--- src/rtl/bpsk_pkg.sv ---
// Shared definitions for the streaming BPSK demodulator.
//   SYM_ZERO / SYM_ONE : the two legal BPSK symbol encodings
//   state_t            : word-assembly FSM states
//   MODE_HAMMING/BCH   : values of the mode input / m_len output
package bpsk_pkg;

  localparam logic [1:0] SYM_ZERO = 2'b01;
  localparam logic [1:0] SYM_ONE  = 2'b10;

  typedef enum logic {
    IDLE,
    COLLECT
  } state_t;

  localparam logic MODE_HAMMING = 1'b0;
  localparam logic MODE_BCH     = 1'b1;

endpackage

--- src/rtl/bpsk_sym_slicer.sv ---
// Combinational hard-decision slicer for one 2-bit BPSK symbol.
//   sym : received symbol
//   dec : decided bit (SYM_ZERO -> 0, anything else -> 1)
//   inv : symbol is neither SYM_ZERO nor SYM_ONE
module bpsk_sym_slicer
  import bpsk_pkg::*;
(
  input  logic [1:0] sym,
  output logic       dec,
  output logic       inv
);

  always_comb begin
    dec = (sym != SYM_ZERO);
    inv = !((sym == SYM_ZERO) || (sym == SYM_ONE));
  end

endmodule

--- src/rtl/bpsk_demod_stream.sv ---
// Streaming BPSK demodulator: slices one symbol per input beat and assembles
// the decisions LSB-first into N_A-bit (mode=0) or N_B-bit (mode=1) words,
// presented on a registered valid/ready output.
//   clk, rst_n        : clock, asynchronous active-low reset
//   clr               : synchronous discard of the partial word
//   mode              : word length select, sampled on a word's first symbol
//   s_valid/s_ready   : input handshake, s_sym = 2-bit symbol
//   m_valid/m_ready   : output handshake
//   m_data            : word, bit i = symbol i, unused high bits zero
//   m_len             : mode the word was assembled with
//   m_err             : word contained a 2'b00 or 2'b11 symbol
// Optional macro BPSK_DEMOD_STATS_EN adds saturating counters
//   word_cnt (output handshakes) and err_sym_cnt (accepted invalid symbols).
module bpsk_demod_stream
  import bpsk_pkg::*;
#(
  parameter int N_A   = 12,
  parameter int N_B   = 15,
  parameter int CNT_W = 4
) (
  input  logic           clk,
  input  logic           rst_n,
  input  logic           clr,
  input  logic           mode,
  input  logic           s_valid,
  output logic           s_ready,
  input  logic [1:0]     s_sym,
  output logic           m_valid,
  input  logic           m_ready,
  output logic [N_B-1:0] m_data,
  output logic           m_len,
  output logic           m_err
`ifdef BPSK_DEMOD_STATS_EN
  ,
  output logic [15:0]    word_cnt,
  output logic [15:0]    err_sym_cnt
`endif
);

  localparam logic [CNT_W-1:0] LAST_A = CNT_W'(N_A - 1);
  localparam logic [CNT_W-1:0] LAST_B = CNT_W'(N_B - 1);
  localparam logic [N_B-1:0]   ONES   = '1;
  localparam logic [N_B-1:0]   MASK_A = ~(ONES << N_A);

  state_t           state;
  logic [CNT_W-1:0] cnt;
  logic             len_q;
  logic             acc;
  logic [N_B-1:0]   sr;

  logic             dec;
  logic             inv;
  logic             at_last;
  logic             accept;
  logic             take;
  logic             word_done;
  logic [N_B-1:0]   word_next;

  bpsk_sym_slicer u_slicer (
    .sym (s_sym),
    .dec (dec),
    .inv (inv)
  );

  always_comb begin
    at_last   = (state == COLLECT) &&
                (cnt == ((len_q == MODE_BCH) ? LAST_B : LAST_A));
    // Only the word-completing symbol has to wait for the output register.
    s_ready   = !(at_last && m_valid && !m_ready);
    accept    = s_valid && s_ready;
    // clr wins over a coincident accept: the symbol is dropped.
    take      = accept && !clr;
    word_done = take && at_last;
    word_next = (sr | (N_B'(dec) << cnt)) &
                ((len_q == MODE_BCH) ? ONES : MASK_A);
  end

  always_ff @(posedge clk or negedge rst_n) begin
    if (!rst_n) begin
      state <= IDLE;
      cnt   <= '0;
      len_q <= MODE_HAMMING;
      acc   <= 1'b0;
      sr    <= '0;
    end else if (clr) begin
      state <= IDLE;
      cnt   <= '0;
      acc   <= 1'b0;
      sr    <= '0;
    end else if (take) begin
      unique case (state)
        IDLE: begin
          len_q <= mode;
          sr    <= N_B'(dec);
          cnt   <= CNT_W'(1);
          acc   <= inv;
          state <= COLLECT;
        end
        COLLECT: begin
          if (at_last) begin
            state <= IDLE;
            cnt   <= '0;
            acc   <= 1'b0;
            sr    <= '0;
          end else begin
            sr  <= sr | (N_B'(dec) << cnt);
            cnt <= cnt + CNT_W'(1);
            acc <= acc | inv;
          end
        end
      endcase
    end
  end

  // Output register: a completing word reloads even during a handshake,
  // so m_valid stays high back-to-back.
  always_ff @(posedge clk or negedge rst_n) begin
    if (!rst_n) begin
      m_valid <= 1'b0;
      m_data  <= '0;
      m_len   <= 1'b0;
      m_err   <= 1'b0;
    end else if (word_done) begin
      m_valid <= 1'b1;
      m_data  <= word_next;
      m_len   <= len_q;
      m_err   <= acc | inv;
    end else if (m_valid && m_ready) begin
      m_valid <= 1'b0;
    end
  end

`ifdef BPSK_DEMOD_STATS_EN
  always_ff @(posedge clk or negedge rst_n) begin
    if (!rst_n) begin
      word_cnt    <= '0;
      err_sym_cnt <= '0;
    end else begin
      if (m_valid && m_ready && (word_cnt != '1))
        word_cnt <= word_cnt + 16'd1;
      if (take && inv && (err_sym_cnt != '1))
        err_sym_cnt <= err_sym_cnt + 16'd1;
    end
  end
`endif

endmodule
--- config.mk ---
export PLATFORM = sky130hd
export DESIGN_NAME = bpsk_demod_stream
export DESIGN_NICKNAME = d
export VERILOG_FILES = /design/src/rtl/bpsk_pkg.sv /design/src/rtl/bpsk_sym_slicer.sv /design/src/rtl/bpsk_demod_stream.sv
export SDC_FILE = /design/constraint.sdc
export NUM_CORES = 1
export LEC_CHECK = 0
export CELL_PAD_IN_SITES_DETAIL_PLACEMENT = 1
export CELL_PAD_IN_SITES_GLOBAL_PLACEMENT = 1
export CORE_UTILIZATION = 42
export DETAILED_ROUTE_END_ITERATION = 7
export PLACE_DENSITY_LB_ADDON = 0.1
export SYNTH_ARGS = -nofsm -noshare
export SYNTH_HDL_FRONTEND = slang
export SYNTH_HIERARCHICAL = 1
export SYNTH_SLANG_ARGS = --single-unit
--- constraint.sdc ---
create_clock -name clk -period 1.9 [get_ports clk]
set_input_delay 0.38 -clock clk [delete_from_list [all_inputs] [get_ports clk]]
set_output_delay 0.38 -clock clk [all_outputs]
set_load 0.05 [all_outputs]
---- Yosys cells after proc, flatten, opt, wreduce, memory -nomap -nowiden ----
Index checks and enable logic that the tools add are counted.
storage, ports and cells
  output and inout bits ................... 19
  input port bits ......................... 8
  bits in registers ....................... 40
operators by class
  multiplexer cells ....................... 20
  shift-type cells ........................ 1
  reduce and logical (&&, ||, !) cells .... 15
  eq/ne operators ......................... 4
  bitwise gates (word level) .............. 5
  $add $sub $neg .......................... 1
operators by type and width
  operator               count
  $mux W15               4
  $pmux W15 S2           1
  $and A15 B15 Y15       1
  $or A15 B15 Y15        1
  $shl A1 B4 Y15         1
  $mux W4                3
  $mux W1                8
  $pmux W4 S2            1
  $logic_and A1 B1 Y1    7
  $add A4 B1 Y4 const B  1
  $eq A4 B4 Y1           1
  $logic_not A1 Y1       4
  $pmux W1 S2            2
  $reduce_bool A2 Y1     2
  $mux W3                1
  $reduce_and A3 Y1      1
  $eq A2 B1 Y1 const B   1
  $eq A2 B2 Y1 const B   1
  $ne A2 B1 Y1 const B   1
  $not A1 Y1             2
  $logic_or A1 B1 Y1     1
  $or A1 B1 Y1           1

---- Longest topological paths before layout ----
Gate-level depths: netlist (run 1).
  word-level depth ........................ 10
  depth in mapped cells ................... 7
  gate-level depth less buffers ........... 7

---- By module ----
The synthesis (run 1) kept the hierarchy.
by module, submodules not included
  module             seq. area each (µm²)  cells each  area an instance (µm²)  instances
  bpsk_demod_stream  1001.0                186         1915.6                  1
  bpsk_sym_slicer    0.0                   3           20.0                    1

---- Worst setup path before layout (run 1) ----
OpenSTA, ideal clock, no wires.
  path type ............................... register to register
  start point ............................. register cnt[0]
  end point ............................... register cnt[3]
  period minus slack after synthesis ...... 1.830 ns
  buffers on the path ..................... 2
  cell stages (with the launch flop) ...... 7
  library setup time ...................... 0.126 ns
  setup slack ............................. 0.070 ns
  data arrival time ....................... 1.704 ns
  required time ........................... 1.774 ns
  cells stage by stage .................... dfrtp_1 > buf_6 > and3b_1 > buf_6 > o2111ai_4 > a21oi_4 > a221o_1
on the way
  longest elaborated chain between the ends .. 8
RTL lines
  item                                 RTL line                  text
  start: declaration                   bpsk_demod_stream.sv:46   logic [CNT_W-1:0] cnt;
  start signal: assignment             bpsk_demod_stream.sv:107  cnt <= cnt + CNT_W'(1);
  $eq A4 B4 Y1                         bpsk_demod_stream.sv:67   (cnt == ((len_q == MODE_BCH) ? LAST_B : LAST_A));
  $logic_and A1 B1 Y1                  bpsk_demod_stream.sv:66   at_last = (state == COLLECT) &&
  $logic_and A1 B1 Y1 (2 in series)    bpsk_demod_stream.sv:69   s_ready = !(at_last && m_valid && !m_ready);
  $logic_not A1 Y1                     bpsk_demod_stream.sv:69
  net s_ready                          bpsk_demod_stream.sv:26   output logic s_ready,
  $logic_and A1 B1 Y1                  bpsk_demod_stream.sv:70   accept = s_valid && s_ready;
  $logic_and A1 B1 Y1                  bpsk_demod_stream.sv:72   take = accept && !clr;
  $reduce_bool A2 Y1 (no source line)  n/a
The timed path passes the listed nets, and every way through them passes these cells. The select of a mux whose other input is x is not followed.
A chain may end at the register's enable or synchronous reset.

---- Final worst setup path (run 1) ----
  start point ............................. register m_data[0]
  end point ............................... output m_data[0]
RTL lines
  item                      RTL line                  text
  start: declaration        bpsk_demod_stream.sv:30   output logic [N_B-1:0] m_data,
  start signal: assignment  bpsk_demod_stream.sv:125  m_data <= word_next;
No word-level cell between the ends.

==> metrics.md, run 1 <==
| Metric | Value |
|---|---|
| Worst Hold Class | `primary input to async pin` |
| Routed WL | `5260 um` |
| Layout cells sized above 1 | `0.205` |
| Layout net count | `243` |
| CP Launch Point | `m_data[0]` |
| Syn Std Cell Area | `around 0.0019 mm2` |
| Maximum root-to-sink buffer count | `2` |
| Slew headroom | `0.657` |
| Sequential area share after synthesis | `0.517` |
| DRT antenna net count | `0` |
| Ant. Diodes | `0` |
| Clock latency on the worst-skew pair | `0.30 ns` |
| # setup viols final | `0` |
| Maxcap violations | `0` |
| Synth warn | `6` |
| Htree depth | `2` |
| CTS sink cnt | `40` |
| Crit path DAT | `between 1 and 1.5 ns` |
| Most frequent cells in the layout | `39 x dfrtp_1, 28 x buf_4, 27 x nand2_1, 18 x o21ai_0, 18 x clkdlybuf4s50_1` |
| Area delta synth->final | `27.2%` |
| Crit Path Class | `flop to primary output` |
| WL/cell | `18.4 um` |
| Vias | `roughly 1.7k` |
| Final Hold Violating Endpoints | `0` |
| Yosys cell types | `38` |
| Seq cells post-synth | `40` |
| Worst endpoint required time | `1.52 ns` |
| Fin crit share | `0.977` |
| Tmin final | `between 1.5 and 2 ns` |
| Max Transition Viols Final | `0` |
| # rows | `24` |
| Worst Path Max Fanout | `2` |
| GRT Total Usage | `0.240` |
| Reg clk slew, reported paths | `roughly 0.08 ns` |
| Aggregate global routing overflow | `0` |
| GPL Wtd Cong | `between 0.8 and 0.9` |
| Met2 wire length | `2630 um` |
| Metal3 WL | `just under 200 um` |
| Antenna violations before repair | `0` |
| Largest net degree at the start of global routing | `25` |
| Wire length on met1 | `~2300 um` |
| CTS tree | `done` |
| CP delay by family, top | `buffers and inverters` |
| Core Area | `around 0.0044 mm2` |
| Vias per cell | `between 5 and 6` |
| Vias in the first global route | `about 1.7k` |
| CP endpoint kind | `primary output` |
| CTS buffer count | `5` |
| Initial core utilization | `0.441` |
| Net count after synthesis | `between 150 and 200` |
| DRT iter0 DRCs | `between 60 and 70` |
| Worst path slowest cell | `clkdlybuf4s50_1` |
| Drt pass-1 iters | `4` |
| Syn_area_per_cell | `10.2 um2` |
| Pwr/cell area | `~670 mW/mm2` |
| Outcome | `complete, no violations` |
| WP buf/inv | `1` |
| Root Buffer | `clkbuf_8` |
| Die X | `between 60 and 70 um` |
| Worst r2r src | `len_q` |
| Critical path launch point type | `flop` |
| P_leak | `approximately 0.0011 uW` |
| Syn Inst Count | `~190` |
| CP max stage delay | `between 0.8 and 0.9 ns` |
| Most common cell after layout, fill and taps aside | `dfrtp_1` |
| VDD IR max | `between 0.0004 and 0.0005 V` |
| First-pass GRT wire length | `between 9000 and 10000 um` |
| Peak Freq | `0.539 GHz` |
| DRC | `0` |
| Crit-path cells | `clkdlybuf4s50_1` |
| Worst Skew | `around 0.0096 ns` |
| Chip Height | `between 60 and 70 um` |
| Full die area | `approximately 0.0049 mm2` |
| DP Area | `between 0.002 and 0.0025 mm2` |
| Async S/R FF share, synth | `1.00` |
| Port Buf Inserts | `26` |
| Top-Level Pins | `27` |
| Slew @ Worst Pin | `between 0.5 and 0.6 ns` |
| Max Used Layer | `met4` |
| Dominant synthesized flop cell | `dfrtp_1` |
| Post-synth EDFFs | `0` |
| DP Wirelength | `between 3000 and 4000 um` |
| RSZ-0062 raised after global routing | `no` |
| TNS Setup | `0 ns` |
| Final instance area | `approximately 0.0025 mm2` |
[final cells by class]
type	instances	area [um2]
Clock buffer	6	82.6
Clock inverter	2	10.0
Fill cell	510	1920
Inverter	5	18.8
Multi-Input combinational cell	132	848
Sequential cell	40	1000
Tap cell	52	65.1
Timing Repair Buffer	49	435
[cells in the mapped netlist, types with 3 or more instances]
master / n / share of area
a21oi_1: 15 / 0.039
a22o_1: 9 / 0.041
a32o_1: 3 / 0.016
and3_1: 3 / 0.0097
and3b_1: 3 / 0.014
buf_2: 5 / 0.013
clkbuf_1: 3 / 0.0058
dfrtp_1: 40 / 0.52
inv_1: 5 / 0.0097
nand2_1: 27 / 0.052
nand3b_1: 4 / 0.016
nor2_1: 9 / 0.017
nor2b_1: 4 / 0.013
nor3_1: 5 / 0.013
o21ai_0: 18 / 0.047
o2bb2ai_1: 5 / 0.023
[report_power, final]
part	total [uW]	switching, uW	internal [uW]	leakage [uW]
sequential	881	18.1	863	0.000551
combinational	162	90.3	72.1	0.000533
clock	598	308	290	0.0000510
[flip-flops by register name, indices dropped and copies added (netlist names)]
name	count
m_valid	1
acc	1
state	1
m_data	15
len_q	1
m_err	1
m_len	1
sr	15
cnt	4
[final timing paths]
path | slack [ns] | depth (start not counted) | to
hold reg to reg | 0.48 | 2 | m_err
setup reg to reg | 0.20 | 5 | cnt[3]
hold / removal | 0.008 | 1 | sr[3]
max in group asynchronous | 1.41 | 2 | len_q
min in group clk | 0.48 | 2 | m_err
setup / recovery | 0.04 | 1 | m_data[0]
[layer usage]
layer  GRT usage  vias to the layer above
met2       0.397                       44
met5           0                        -
met1       0.317                      834
met4      0.0822                        0
li1            -                      768
met3      0.0462                       10
[kinds of logic (layout without fill, tap and decap cells)]
group,Yosys count,count (layout),synth area share
and+or+nand+nor,64,64,0.175
buffers and inverters,17,62,0.0452
DFF,40,40,0.517
adders and majority gates,2,2,0.0129
muxes,1,1,0.00582
AOI/OAI and AO/OA,65,65,0.244
[what timing repair did]
action                                 CTS  global route
setup endpoints to repair                1             1
gates resized for setup                  1             1
setup buffers                            1             1
hold buffers                             0             0
pin swaps                                2             1
endpoints found under the hold margin    0             0
[metrics by stage]
step | utilization | total power [uW] | setup slack [ns] | hold slack, ns | cells
final | 0.562 | 1640 | 0.0431 | 0.00814 | 286
after global routing | 0.562 | 1700 | 0.00881 | 0.0401 | 286
after CTS | 0.560 | 1650 | 0.00953 | 0.0196 | 285
after detailed placement | 0.537 | 1060 | -0.0704 | 0.349 | 276
after global placement | 0.537 | 1050 | -0.0226 | 0.332 | 276
after floorplan | - | 968 | 0.0700 | 0.0844 | 189
Note: power is estimated with default switching activity, not from simulation.
==> inputs of run 2 (changes only) <==
--- a/config.mk
+++ b/config.mk
@@ -10,7 +10,7 @@
 export CORE_UTILIZATION = 42
 export DETAILED_ROUTE_END_ITERATION = 7
 export PLACE_DENSITY_LB_ADDON = 0.1
+export REMOVE_ABC_BUFFERS = 1
 export SYNTH_ARGS = -nofsm -noshare
 export SYNTH_HDL_FRONTEND = slang
-export SYNTH_HIERARCHICAL = 1
 export SYNTH_SLANG_ARGS = --single-unit
==> metrics.md, run 2 <==
| Metric | Value |
|---|---|
| Port Buf Inserts | `26` |
| DRC | `0` |
| RSZ-0062 raised after global routing | `yes` |
| Dpl cells | `roughly 270` |
| Worst path slowest cell | `dfrtp_1` |
| Top-Level Pins | `27` |
| Largest net degree at the start of global routing | `22` |
| R2r worst-path depth | `6` |
| CP max stage delay | `0.40 ns` |
| Fillers | `between 400 and 500` |
| Worst r2r src | `len_q` |
| Most frequent cells in the layout | `40 x dfrtp_1, 38 x buf_4, 23 x nor2_1, 18 x a21oi_1` |
| CTS buffer count | `5` |
| WL/cell | `approximately 18 um` |
| VDD IR max | `0.000287 V` |
| Syn Inst Count | `around 170` |
| Setup ws final | `-0.000790 ns` |
| Chip Height | `69.1 um` |
| P_leak | `0.00120 uW` |
| Critical path launch point type | `flop` |
| Layout cells sized above 1 | `0.307` |
| CTS tree | `done` |
| Final cell utilization of the core | `0.584` |
| Slew @ Worst Pin | `roughly 0.5 ns` |
| R2R setup slack | `roughly 0.020 ns` |
| Maximum root-to-sink buffer count | `2` |
| CP Launch Point | `len_q` |
| Most common cell after layout, fill and taps aside | `dfrtp_1` |
| Worst Skew | `just under 0.006 ns` |
| Area delta synth->final | `33.6%` |
| Async S/R FF share, synth | `1.00` |
| Die X | `around 70 um` |
| Vias | `1584` |
| Top-area cell type share of the netlist area | `0.530` |
| Yosys top cell by area | `dfrtp_1` |
| DRT iter0 DRCs | `84` |
| Antenna violations before repair | `0` |
| Drt pass-1 iters | `4` |
| Vias per cell | `about 5.6` |
| Flip-flop and latch area | `0.00100 mm2` |
| Multi-input combinational cell area | `roughly 800 um2` |
| Worst endpoint required time | `~1.5 ns` |
| Failing checks | `setup timing` |
| Ant. Diodes | `0` |
| Count leader, synth | `dfrtp_1` |
| Sequential area share after synthesis | `0.530` |
| GPL Wtd Cong | `~0.85` |
| Crit path DAT | `1.52 ns` |
| # rows | `24` |
| # setup viols final | `1` |
| R2r endpoint | `m_data[5]` |
| First-pass GRT wire length | `a little over 8000 um` |
| Layout net count | `240` |
| Root Buffer | `clkbuf_8` |
| Post-Layout Cell Count | `about 280` |
| Dominant synthesized flop cell | `dfrtp_1` |
| Regs by FF count | `m_data: 15 flops, sr: 15 flops, cnt: 4 flops` |
| Hold Buf Count CTS | `0` |
| Crit-path cells | `buf_6 -> and3b_1 -> o211ai_1 -> buf_4` |
| Routed WL | `slightly above 5000 um` |
| Final instance area | `0.00252 mm2` |
| CTS sink cnt | `40` |
| Htree depth | `2` |
| Outcome | `finished, violations left` |
| Pwr/cell area | `approximately 710 mW/mm2` |
| Post-synth EDFFs | `0` |
| CP endpoint kind | `primary output` |
| Worst Hold Class | `primary input to async pin` |
| Fin crit share | `1.00` |
| DP Wirelength | `3510 um` |
| WP buf/inv | `2` |
| GRT Total Usage | `0.216` |
| DRT antenna net count | `0` |
| Core Area | `roughly 0.0043 mm2` |
| Initial core utilization | `0.437` |
| Tmin final | `approximately 1.9 ns` |
| CP delay by family, top | `flip-flops` |
| Final Hold Violating Endpoints | `0` |
| Synth warn | `0` |
| Aggregate global routing overflow | `0` |
| Syn_area_per_cell | `11.0 um2` |
| Seq cells post-synth | `40` |
| Max Transition Viols Final | `0` |
| Yosys cell types | `35` |
| Top cells by count, synth | `40 x dfrtp_1, 23 x nor2_1, 18 x a21oi_1, 14 x a22o_1, 7 x inv_1` |
| Peak Freq | `about 0.53 GHz` |
| Total Power | `between 1500 and 2000 uW` |
| Largest cells by area after synthesis | `dfrtp_1 53%, a22o_1 6.5%, a21oi_1 4.8%` |
| DP Area | `approximately 0.0023 mm2` |
| Vias in the first global route | `1583` |
| Full die area | `between 0.004 and 0.005 mm2` |
| Slew headroom | `0.665` |
| Reg clk slew, reported paths | `roughly 0.08 ns` |
| Clock latency on the worst-skew pair | `just under 0.3 ns` |
| Crit Path Class | `flop to primary output` |
| Syn Std Cell Area | `0.00189 mm2` |
| Worst Path Max Fanout | `9` |
| Maxcap violations | `0` |
| TNS Setup | `-0.000790 ns` |
-- run 2: worst max path at each step --
stage,depth (start not counted),endpoint,slack [ns]
after floorplan,3,m_len,-0.74
after global placement,7,m_data[3],-0.11
after detailed placement,7,m_data[1],-0.17
after CTS,5,m_err,0.006
after global routing,6,m_data[5],-0.05
final,4,s_ready,-0.0008
-- run 2: cell families (layout without fill, tap and decap cells) --
family | after synthesis | count (layout) | synth area share
multiplexers | 2 | 2 | 0.0119
AO/OA/AOI/OAI | 59 | 59 | 0.252
adder cells (fa/ha/maj) | 2 | 2 | 0.0132
buffers and inverters | 16 | 76 | 0.0470
flip-flops | 40 | 40 | 0.530
AND/OR/NAND/NOR | 52 | 52 | 0.146
-- run 2: cell type report --
type / instances / share of cell area
Clock buffer: 7 / 0.0342
Timing Repair Buffer: 61 / 0.209
Tap cell: 52 / 0.0258
Multi-Input combinational cell: 115 / 0.322
Clock inverter: 1 / 0.00297
Inverter: 7 / 0.0104
Sequential cell: 40 / 0.396
-- run 2: stage by stage --
stage / hold slack (ns) / setup WS (ns)
after floorplan: 0.0844 / -0.740
after global placement: 0.366 / -0.111
after detailed placement: 0.378 / -0.167
after CTS: 0.0640 / 0.00582
after global routing: 0.0844 / -0.0548
final: 0.0510 / -0.000790
-- run 2: layer usage --
| metal | vias to the layer above | GRT usage | wire, um |
|---|---|---|---|
| met4 | 0 | 0.0612 | 91 |
| met5 | - | 0 | 0 |
| met2 | 34 | 0.362 | 2610 |
| met1 | 804 | 0.288 | 2260 |
| met3 | 9 | 0.0351 | 139 |
| li1 | 737 | - | - |
-- run 2: worst reg2reg max path: stages, from the launching register on --
cell	delay, ns
dfrtp_1	0.40
or3b_4	0.45
a2111oi_4	0.37
buf_4	0.22
buf_2	0.17
buf_4	0.12
a21oi_2	0.04
-- run 2: where the power goes --
part	leakage (uW)	switching, uW	internal (uW)
clock	0.0000445	293	295
sequential	0.000531	19.7	880
combinational	0.000626	175	117
total	0.00120	488	1290
-- run 2: what timing repair did --
item,CTS,global route
buffers inserted,0,8
pin swaps,1,4
cloned,0,2
gates resized for setup,3,9
endpoints found under the setup margin,1,17
